===== src/rtl/mod_pack_if.sv =====
// Destination FIFO write port of the packing stage: packed word, write strobe,
// last-word tag and the two FIFO fill-level flags.
interface mod_pack_if #(
   parameter int OUT_W = 64
);
   logic [OUT_W-1:0] m_dst;
   logic             m_dst_putn;
   logic             m_dst_last;
   logic             m_dst_full;
   logic             m_dst_almost_full;

   modport master (
      output m_dst,
      output m_dst_putn,
      output m_dst_last,
      input  m_dst_full,
      input  m_dst_almost_full
   );

   modport slave (
      input  m_dst,
      input  m_dst_putn,
      input  m_dst_last,
      output m_dst_full,
      output m_dst_almost_full
   );
endinterface


===== src/rtl/mod_pack.sv =====
// Output packer: selects one of N_CH engine streams by descriptor bits, packs
// IN_W words LSB-lane-first into OUT_W words, flushes, tags last and pulses end.
module mod_pack #(
   parameter int N_CH    = 2,
   parameter int IN_W    = 16,
   parameter int OUT_W   = 64,
   parameter int SEL_LSB = 5
) (
   input  logic                 wb_clk_i,
   input  logic                 m_resetn,
   input  logic                 m_enable,
   input  logic [23:0]          dc,
   input  logic [N_CH*IN_W-1:0] in_data,
   input  logic [N_CH-1:0]      in_valid,
   input  logic [N_CH-1:0]      in_done,
   output logic [N_CH-1:0]      in_ready,
   mod_pack_if.master           dst,
   output logic                 m_endn,
   output logic [31:0]          m_words,
   output logic                 m_err
);

   localparam int RATIO  = OUT_W / IN_W;
   localparam int LANE_W = (RATIO > 1) ? $clog2(RATIO) : 1;
   localparam int SEL_W  = (N_CH > 1) ? $clog2(N_CH) : 1;
   localparam logic [LANE_W-1:0] LANE_LAST = LANE_W'(RATIO - 1);
   localparam logic [23:0] SEL_MASK = 24'((32'd1 << N_CH) - 32'd1) << SEL_LSB;

   typedef enum logic [1:0] {
      S_IDLE  = 2'd0,
      S_PACK  = 2'd1,
      S_FLUSH = 2'd2,
      S_END   = 2'd3
   } state_t;

   function automatic logic multi_hot(input logic [N_CH-1:0] v);
      return (v & (v - N_CH'(1))) != '0;
   endfunction

   function automatic logic one_hot(input logic [N_CH-1:0] v);
      return (v != '0) && !multi_hot(v);
   endfunction

   function automatic logic [SEL_W-1:0] hot_index(input logic [N_CH-1:0] v);
      logic [SEL_W-1:0] idx;
      idx = '0;
      for (int k = 0; k < N_CH; k++) begin
         idx = v[k] ? SEL_W'(k) : idx;
      end
      return idx;
   endfunction

   state_t           state_r;
   logic [SEL_W-1:0] sel_idx_r;
   logic [OUT_W-1:0] pack_r;
   logic [LANE_W-1:0] lane_cnt_r;
   logic [OUT_W-1:0] hold_r;
   logic             hold_v_r;
   logic [OUT_W-1:0] dst_r;
   logic             putn_r;
   logic             last_r;
   logic             endn_r;
   logic             pend_r;
   logic [31:0]      words_r;
   logic             err_r;

   logic [N_CH-1:0]  sel_field_s;
   logic             fo_full_s;
   logic [IN_W-1:0]  word_s;
   logic             valid_sel_s;
   logic             done_sel_s;
   logic             ready_s;
   logic             accept_s;
   logic             done_take_s;
   logic [OUT_W-1:0] pack_nxt_s;
   logic             dc_unused_s;

   assign sel_field_s = dc[SEL_LSB +: N_CH];
   assign fo_full_s   = dst.m_dst_full | dst.m_dst_almost_full;
   assign dc_unused_s = ^(dc & ~SEL_MASK);

   // Selected-channel handshake and the pack word with the incoming lane merged in
   always_comb begin
      word_s      = in_data[int'(sel_idx_r)*IN_W +: IN_W];
      valid_sel_s = in_valid[sel_idx_r];
      done_sel_s  = in_done[sel_idx_r];
      // A full hold with nowhere to go blocks the lane-0 accept that would push it out
      ready_s     = !(hold_v_r && (lane_cnt_r == '0) && fo_full_s);
      in_ready    = '0;
      if (state_r == S_PACK) begin
         in_ready[sel_idx_r] = ready_s;
      end else begin
         in_ready = '0;
      end
      accept_s    = (state_r == S_PACK) && valid_sel_s && ready_s;
      done_take_s = (state_r == S_PACK) && done_sel_s && (!valid_sel_s || ready_s);
      pack_nxt_s  = pack_r;
      pack_nxt_s[int'(lane_cnt_r)*IN_W +: IN_W] = word_s;
   end

   // Job sequencer: channel latch, lane packing, hold/flush emission, end pulse
   always_ff @(posedge wb_clk_i) begin
      if (!m_resetn) begin
         state_r    <= S_IDLE;
         sel_idx_r  <= '0;
         pack_r     <= '0;
         lane_cnt_r <= '0;
         hold_r     <= '0;
         hold_v_r   <= 1'b0;
         dst_r      <= '0;
         putn_r     <= 1'b1;
         last_r     <= 1'b0;
         endn_r     <= 1'b1;
         pend_r     <= 1'b0;
         words_r    <= 32'd0;
         err_r      <= 1'b0;
      end else begin
         putn_r <= 1'b1;
         last_r <= 1'b0;
         endn_r <= 1'b1;
         err_r  <= m_enable && multi_hot(sel_field_s);
         case (state_r)
            S_IDLE: begin
               if (m_enable && one_hot(sel_field_s)) begin
                  sel_idx_r  <= hot_index(sel_field_s);
                  words_r    <= 32'd0;
                  lane_cnt_r <= '0;
                  pack_r     <= '0;
                  hold_v_r   <= 1'b0;
                  state_r    <= S_PACK;
               end else begin
                  state_r <= S_IDLE;
               end
            end
            S_PACK: begin
               if (!m_enable) begin
                  hold_v_r   <= 1'b0;
                  lane_cnt_r <= '0;
                  pack_r     <= '0;
                  state_r    <= S_IDLE;
               end else begin
                  if (accept_s) begin
                     words_r <= (words_r == 32'hFFFF_FFFF) ? words_r : words_r + 32'd1;
                     if (lane_cnt_r == LANE_LAST) begin
                        hold_r     <= pack_nxt_s;
                        hold_v_r   <= 1'b1;
                        pack_r     <= '0;
                        lane_cnt_r <= '0;
                     end else begin
                        pack_r     <= pack_nxt_s;
                        lane_cnt_r <= lane_cnt_r + LANE_W'(1);
                     end
                     if ((lane_cnt_r == '0) && hold_v_r) begin
                        dst_r    <= hold_r;
                        putn_r   <= 1'b0;
                        hold_v_r <= 1'b0;
                     end else begin
                        putn_r <= 1'b1;
                     end
                  end else begin
                     putn_r <= 1'b1;
                  end
                  state_r <= done_take_s ? S_FLUSH : S_PACK;
               end
            end
            S_FLUSH: begin
               if (!m_enable) begin
                  hold_v_r   <= 1'b0;
                  lane_cnt_r <= '0;
                  pack_r     <= '0;
                  state_r    <= S_IDLE;
               end else if (fo_full_s) begin
                  state_r <= S_FLUSH;
               end else if (hold_v_r) begin
                  dst_r    <= hold_r;
                  putn_r   <= 1'b0;
                  hold_v_r <= 1'b0;
                  if (lane_cnt_r == '0) begin
                     last_r  <= 1'b1;
                     pend_r  <= 1'b1;
                     state_r <= S_END;
                  end else begin
                     state_r <= S_FLUSH;
                  end
               end else begin
                  // Partial or empty job: unused lanes of pack_r are already zero
                  dst_r      <= pack_r;
                  putn_r     <= 1'b0;
                  last_r     <= 1'b1;
                  pack_r     <= '0;
                  lane_cnt_r <= '0;
                  pend_r     <= 1'b1;
                  state_r    <= S_END;
               end
            end
            S_END: begin
               endn_r <= !pend_r;
               pend_r <= 1'b0;
               if (!m_enable || (sel_field_s == '0)) begin
                  state_r <= S_IDLE;
               end else begin
                  state_r <= S_END;
               end
            end
            default: begin
               state_r <= S_IDLE;
            end
         endcase
      end
   end

   assign dst.m_dst      = dst_r;
   assign dst.m_dst_putn = putn_r;
   assign dst.m_dst_last = last_r;
   assign m_endn         = endn_r;
   assign m_words        = words_r;
   assign m_err          = err_r;

endmodule

===== src/flat_wrapper.sv =====
// flat-port wrapper written by rule: the top's interface ports become plain ports
module mod_pack_flat 
#(
   parameter int N_CH    = 2,
   parameter int IN_W    = 16,
   parameter int OUT_W   = 64,
   parameter int SEL_LSB = 5
)
  (wb_clk_i, m_resetn, m_enable, dc, in_data, in_valid, in_done, in_ready, m_endn, m_words, m_err, dst_m_dst, dst_m_dst_putn, dst_m_dst_last, dst_m_dst_full, dst_m_dst_almost_full);
  mod_pack_if #(.OUT_W(OUT_W)) dst_i ();
  input  logic wb_clk_i;
  input  logic m_resetn;
  input  logic m_enable;
  input  logic [23:0] dc;
  input  logic [N_CH*IN_W-1:0] in_data;
  input  logic [N_CH-1:0] in_valid;
  input  logic [N_CH-1:0] in_done;
  output logic [N_CH-1:0] in_ready;
  output logic m_endn;
  output logic [31:0] m_words;
  output logic m_err;
  output wire logic [$bits(dst_i.m_dst)-1:0] dst_m_dst;
  output wire logic [$bits(dst_i.m_dst_putn)-1:0] dst_m_dst_putn;
  output wire logic [$bits(dst_i.m_dst_last)-1:0] dst_m_dst_last;
  input wire logic [$bits(dst_i.m_dst_full)-1:0] dst_m_dst_full;
  input wire logic [$bits(dst_i.m_dst_almost_full)-1:0] dst_m_dst_almost_full;
  assign dst_m_dst = dst_i.m_dst;
  assign dst_m_dst_putn = dst_i.m_dst_putn;
  assign dst_m_dst_last = dst_i.m_dst_last;
  assign dst_i.m_dst_full = dst_m_dst_full;
  assign dst_i.m_dst_almost_full = dst_m_dst_almost_full;
  mod_pack #(.N_CH(N_CH), .IN_W(IN_W), .OUT_W(OUT_W), .SEL_LSB(SEL_LSB)) u_core (.wb_clk_i(wb_clk_i), .m_resetn(m_resetn), .m_enable(m_enable), .dc(dc), .in_data(in_data), .in_valid(in_valid), .in_done(in_done), .in_ready(in_ready), .dst(dst_i), .m_endn(m_endn), .m_words(m_words), .m_err(m_err));
endmodule

===== config.mk =====
export PLATFORM = sky130hd
export DESIGN_NAME = mod_pack_flat
export DESIGN_NICKNAME = d
export VERILOG_FILES = /design/src/rtl/mod_pack_if.sv /design/src/rtl/mod_pack.sv /design/src/flat_wrapper.sv
export SDC_FILE = /design/constraint.sdc
export NUM_CORES = 1
export LEC_CHECK = 0
export BUFFER_PORTS_ARGS = -buffer_cell sky130_fd_sc_hd__buf_2
export CAP_MARGIN = 15
export CORE_MARGIN = 5
export CORE_UTILIZATION = 45
export DETAILED_ROUTE_END_ITERATION = 8
export HOLD_SLACK_MARGIN = 0.15
export PLACE_DENSITY = 0.66
export SLEW_MARGIN = 20
export SYNTH_ARGS = -nofsm -noshare
export SYNTH_HDL_FRONTEND = slang
export SYNTH_SLANG_ARGS = --single-unit

===== constraint.sdc =====
create_clock -name wb_clk_i -period 2.88 [get_ports wb_clk_i]
set_input_delay 0.864 -clock wb_clk_i [delete_from_list [all_inputs] [get_ports wb_clk_i]]
set_output_delay 0.864 -clock wb_clk_i [all_outputs]
set_load 0.1 [all_outputs]

==> results.toml <==
[sta]
rsz0062_at_grt = "false"
setup_tns_ps = 0
fin_crit_sh_pct = 96.6
worst_pin_slew_ps = 689
setup_viol = 0
finalClockSkew_ps = 18.3
fmax_mhz = 359
min_period_ps = 2780
slew_headroom_pct = 54.1
final-max-slew-violation-count = 0
hold_viol = 0

[clocking]
cts_buffer_depth = 3
cts_tree = "built"
cts_sinks = 235
cts_made_buffers = 26
h-tree-depth = 1
hold_buffers = 0
insertion_delay_ps = 520
path_clk_slew_ps = 60
cts-root-buf = "clkbuf_16"

[floorplanning]
die-area_um2 = 26300
row_count = 55
core-area_um2 = 22700
die_h_um = 162
die_width_um = 162
initial_core_util_pct = 45.9
io_pins = 167

[logic_synthesis]
syn_area_per_cell_um2 = 8.91
ys_async_sr_fraction_pct = 0
synth_area_um2 = 10400
yosys-top-cells-area = "dfxtp_1 (45%), a211oi_1 (9.4%), mux2i_1 (6.3%)"
synth_top_area_share_pct = 45.1
post-synth-top-count-cell = "dfxtp_1"
yosysUniqueCellTypes = 48
yosys_warnings = 0
ys.flop_type = "dfxtp_1"
synth_common_cells = "dfxtp_1 (235), nor2_1 (176), a211oi_1 (130), nand3_1 (87), a21oi_1 (71)"
synth_edf_count = 0
yosys_register_bits = 235
synth_top_area_cell = "dfxtp_1"
ys_seq_area_share_pct = 45.1
syn_nets = 1251
syn_inst = 1171

[cells_and_area]
antenna_cells = 0
seq_area_um2 = 4710
drive_gt1_share_pct = 19.4
fill_cells = 2112
num-nets-final = 1354
multi_input_area_um2 = 5300
synthToLayoutAreaGrowth_pct = 19.2
utilization_pct = 54.8

[power_and_ir_drop]
power_frac_clock_pct = 47.3
power_leakage_uw = 0.00443
swShare_pct = 23.7
p_switching_uw = 1720
pwr-share-comb_pct = 7.7
power.internal_uw = 5560
p_seq_share_pct = 45.1
report.power.total_uw = 7280
p_per_area_nw_per_um2 = 585
peakVddDrop_v = 0.000346

[global_routing]
grt_antenna_before_repair = 0
grt_pass1_vias = 8239
grt_usage_pct = 20.0
grt_remaining_overflow = 0
grt_pass1_wl_um = 43600
grt_max_degree = 136

[critical_path]
required_ps = 2020
worstPathArrival_ps = 1920
cp-start-kind = "register"
timing.rr.start = "u_core.lane_cnt_r[0]$_SDFFE_PN0P_"
path_max_fanout = 8
worst_setup_path_end_kind = "output pin"
rr_endpoint = "u_core.m_words[21]$_SDFFE_PN0P_"
r2r_slack_ps = 410
rr_worst_depth = 9
crit_type = "reg -> out"

[job]
maxCapViolations = 0

[drt]
drtIter0Drc = 522
viasPerCell = 5.62
dr.pass1.iters = 5
via_count = 8864
wl_um = 27500
wl_per_cell_um = 17.4
antenna_left = 0
drc_errors = 0

[placement]
io_buffer_count = 144
dp_hpwl_um = 17300
place_congestion = 0.796

[hold_path]
hold_depth = 1
whs_endpoint = "u_core.m_endn$_SDFF_PN1_"
holdCritStartpoint = "u_core.pend_r$_SDFFE_PN0P_"
hold_class = "reg -> reg"

[run_status]
status = "finished, final reports clean"
-- power groups by stage --
stage          combinational, uW  sequential [uW]  clock, uW
3_3_place_gp                 552             3350          0
5_1_grt                      592             3280       3650
2_1_floorplan                262             3460          0
3_5_place_dp                 555             3350          0
6_report                     557             3280       3440
4_1_cts                      557             3280       3500
-- cells by family after synthesis --
logic type,Yosys count,share of synthesized area [%]
multiplexers,84,8.27
adder cells (fa/ha/maj),15,1.80
AND/OR/NAND/NOR,411,19.2
flip-flops,235,45.1
XOR/XNOR,27,2.27
buffers and inverters,113,4.54
AO/OA/AOI/OAI,286,18.9
-- area by class of cell --
cell class                 count  area share [%]
clock buffer                  41            6.42
clock inverter                 5           0.825
inverter                      11           0.382
multi-input combinational    823            42.6
sequential                   235            37.8
tap                          285            2.87
timing repair buffer         177            9.03
-- timing repair --
action,CTS,global route
resized for setup,1,3
setup buffers,0,2
endpoints found under the setup margin,2,2
pin swaps,0,1
hold endpoints to repair,0,0
-- metrics by stage --
| stage | setup slack, ps | hold WS (ps) | cell area, um^2 | std cells |
|---|---|---|---|---|
| floorplan | 45.5 | 365 | 10400 | 1171 |
| global route | 10.6 | 434 | 12400 | 1577 |
| global placement | 141 | 394 | 11500 | 1529 |
| detailed placement | 69.4 | 389 | 11500 | 1529 |
| CTS | 7.75 | 409 | 12400 | 1575 |
| finish | 98.2 | 410 | 12400 | 1577 |
-- per-layer routing --
| layer | wire length (um) | vias to the layer above | global-route usage (%) |
|---|---|---|---|
| li1 | - | 4455 | - |
| met1 | 12500 | 4123 | 26.9 |
| met2 | 12500 | 241 | 32.4 |
| met3 | 1820 | 45 | 4.49 |
| met4 | 686 | 0 | 5.65 |
| met5 | 0 | - | 0 |
-- worst max-delay path: stages (launching register included) --
cell	delay [ps]
dfxtp_4	410
clkinvlp_4	120
ha_1	230
o211ai_1	190
and3_1	260
buf_12	180
-- sequential cells by signal (all words and copies together), names as in the netlist --
name                   cells
u_core.pack_r             64
u_core.lane_cnt_r          2
u_core.pend_r              1
u_core.dst.m_dst_putn      1
u_core.dst.m_dst_last      1
u_core.m_err               1
u_core.state_r             2
u_core.m_words            32
u_core.sel_idx_r           1
u_core.hold_v_r            1
u_core.m_endn              1
u_core.dst.m_dst          64
u_core.hold_r             64
-- layout by cell type, fill, tap and decap left out, types with 2 or more instances in the layout --
cell        instances
and3_1             10
and4_1              4
clkinvlp_4          2
clkbuf_16          27
o21ai_0             4
clkbuf_8            7
buf_2             142
nor2b_1            65
and2_1              2
nand4_1            15
clkbuf_1            7
buf_12             12
a21oi_1            71
nor4_1              3
xor2_1             25
a211oi_1          130
nand2_1            23
nor3_1              6
or3_1               3
mux2_2             18
ha_1               15
mux2i_1            66
nand2b_1            2
nor2_1            175
xnor2_1             2
o211ai_1            5
buf_4              23
inv_1               9
nand4b_1            2
nand3_1            87
dfxtp_1           234
nor2b_4             2
o31ai_1            65
bufinv_16           3
-- how the worst max path moves through the flow --
stage                     cells past startpoint                           endpoint                              start  slack (ps)
after floorplan                               2                        in_ready[1]              dst_m_dst_almost_full          50
after global placement                        9  u_core.lane_cnt_r[1]$_SDFFE_PN0P_                              dc[6]         140
after detailed placement                      8     u_core.pack_r[29]$_SDFFE_PN0P_                              dc[6]          70
after CTS                                     6                        in_ready[0]  u_core.lane_cnt_r[0]$_SDFFE_PN0P_           8
after global routing                          6                        in_ready[0]  u_core.lane_cnt_r[0]$_SDFFE_PN0P_          10
final                                         5                        in_ready[1]  u_core.lane_cnt_r[0]$_SDFFE_PN0P_         100
Power figures use the tool's default switching activity.
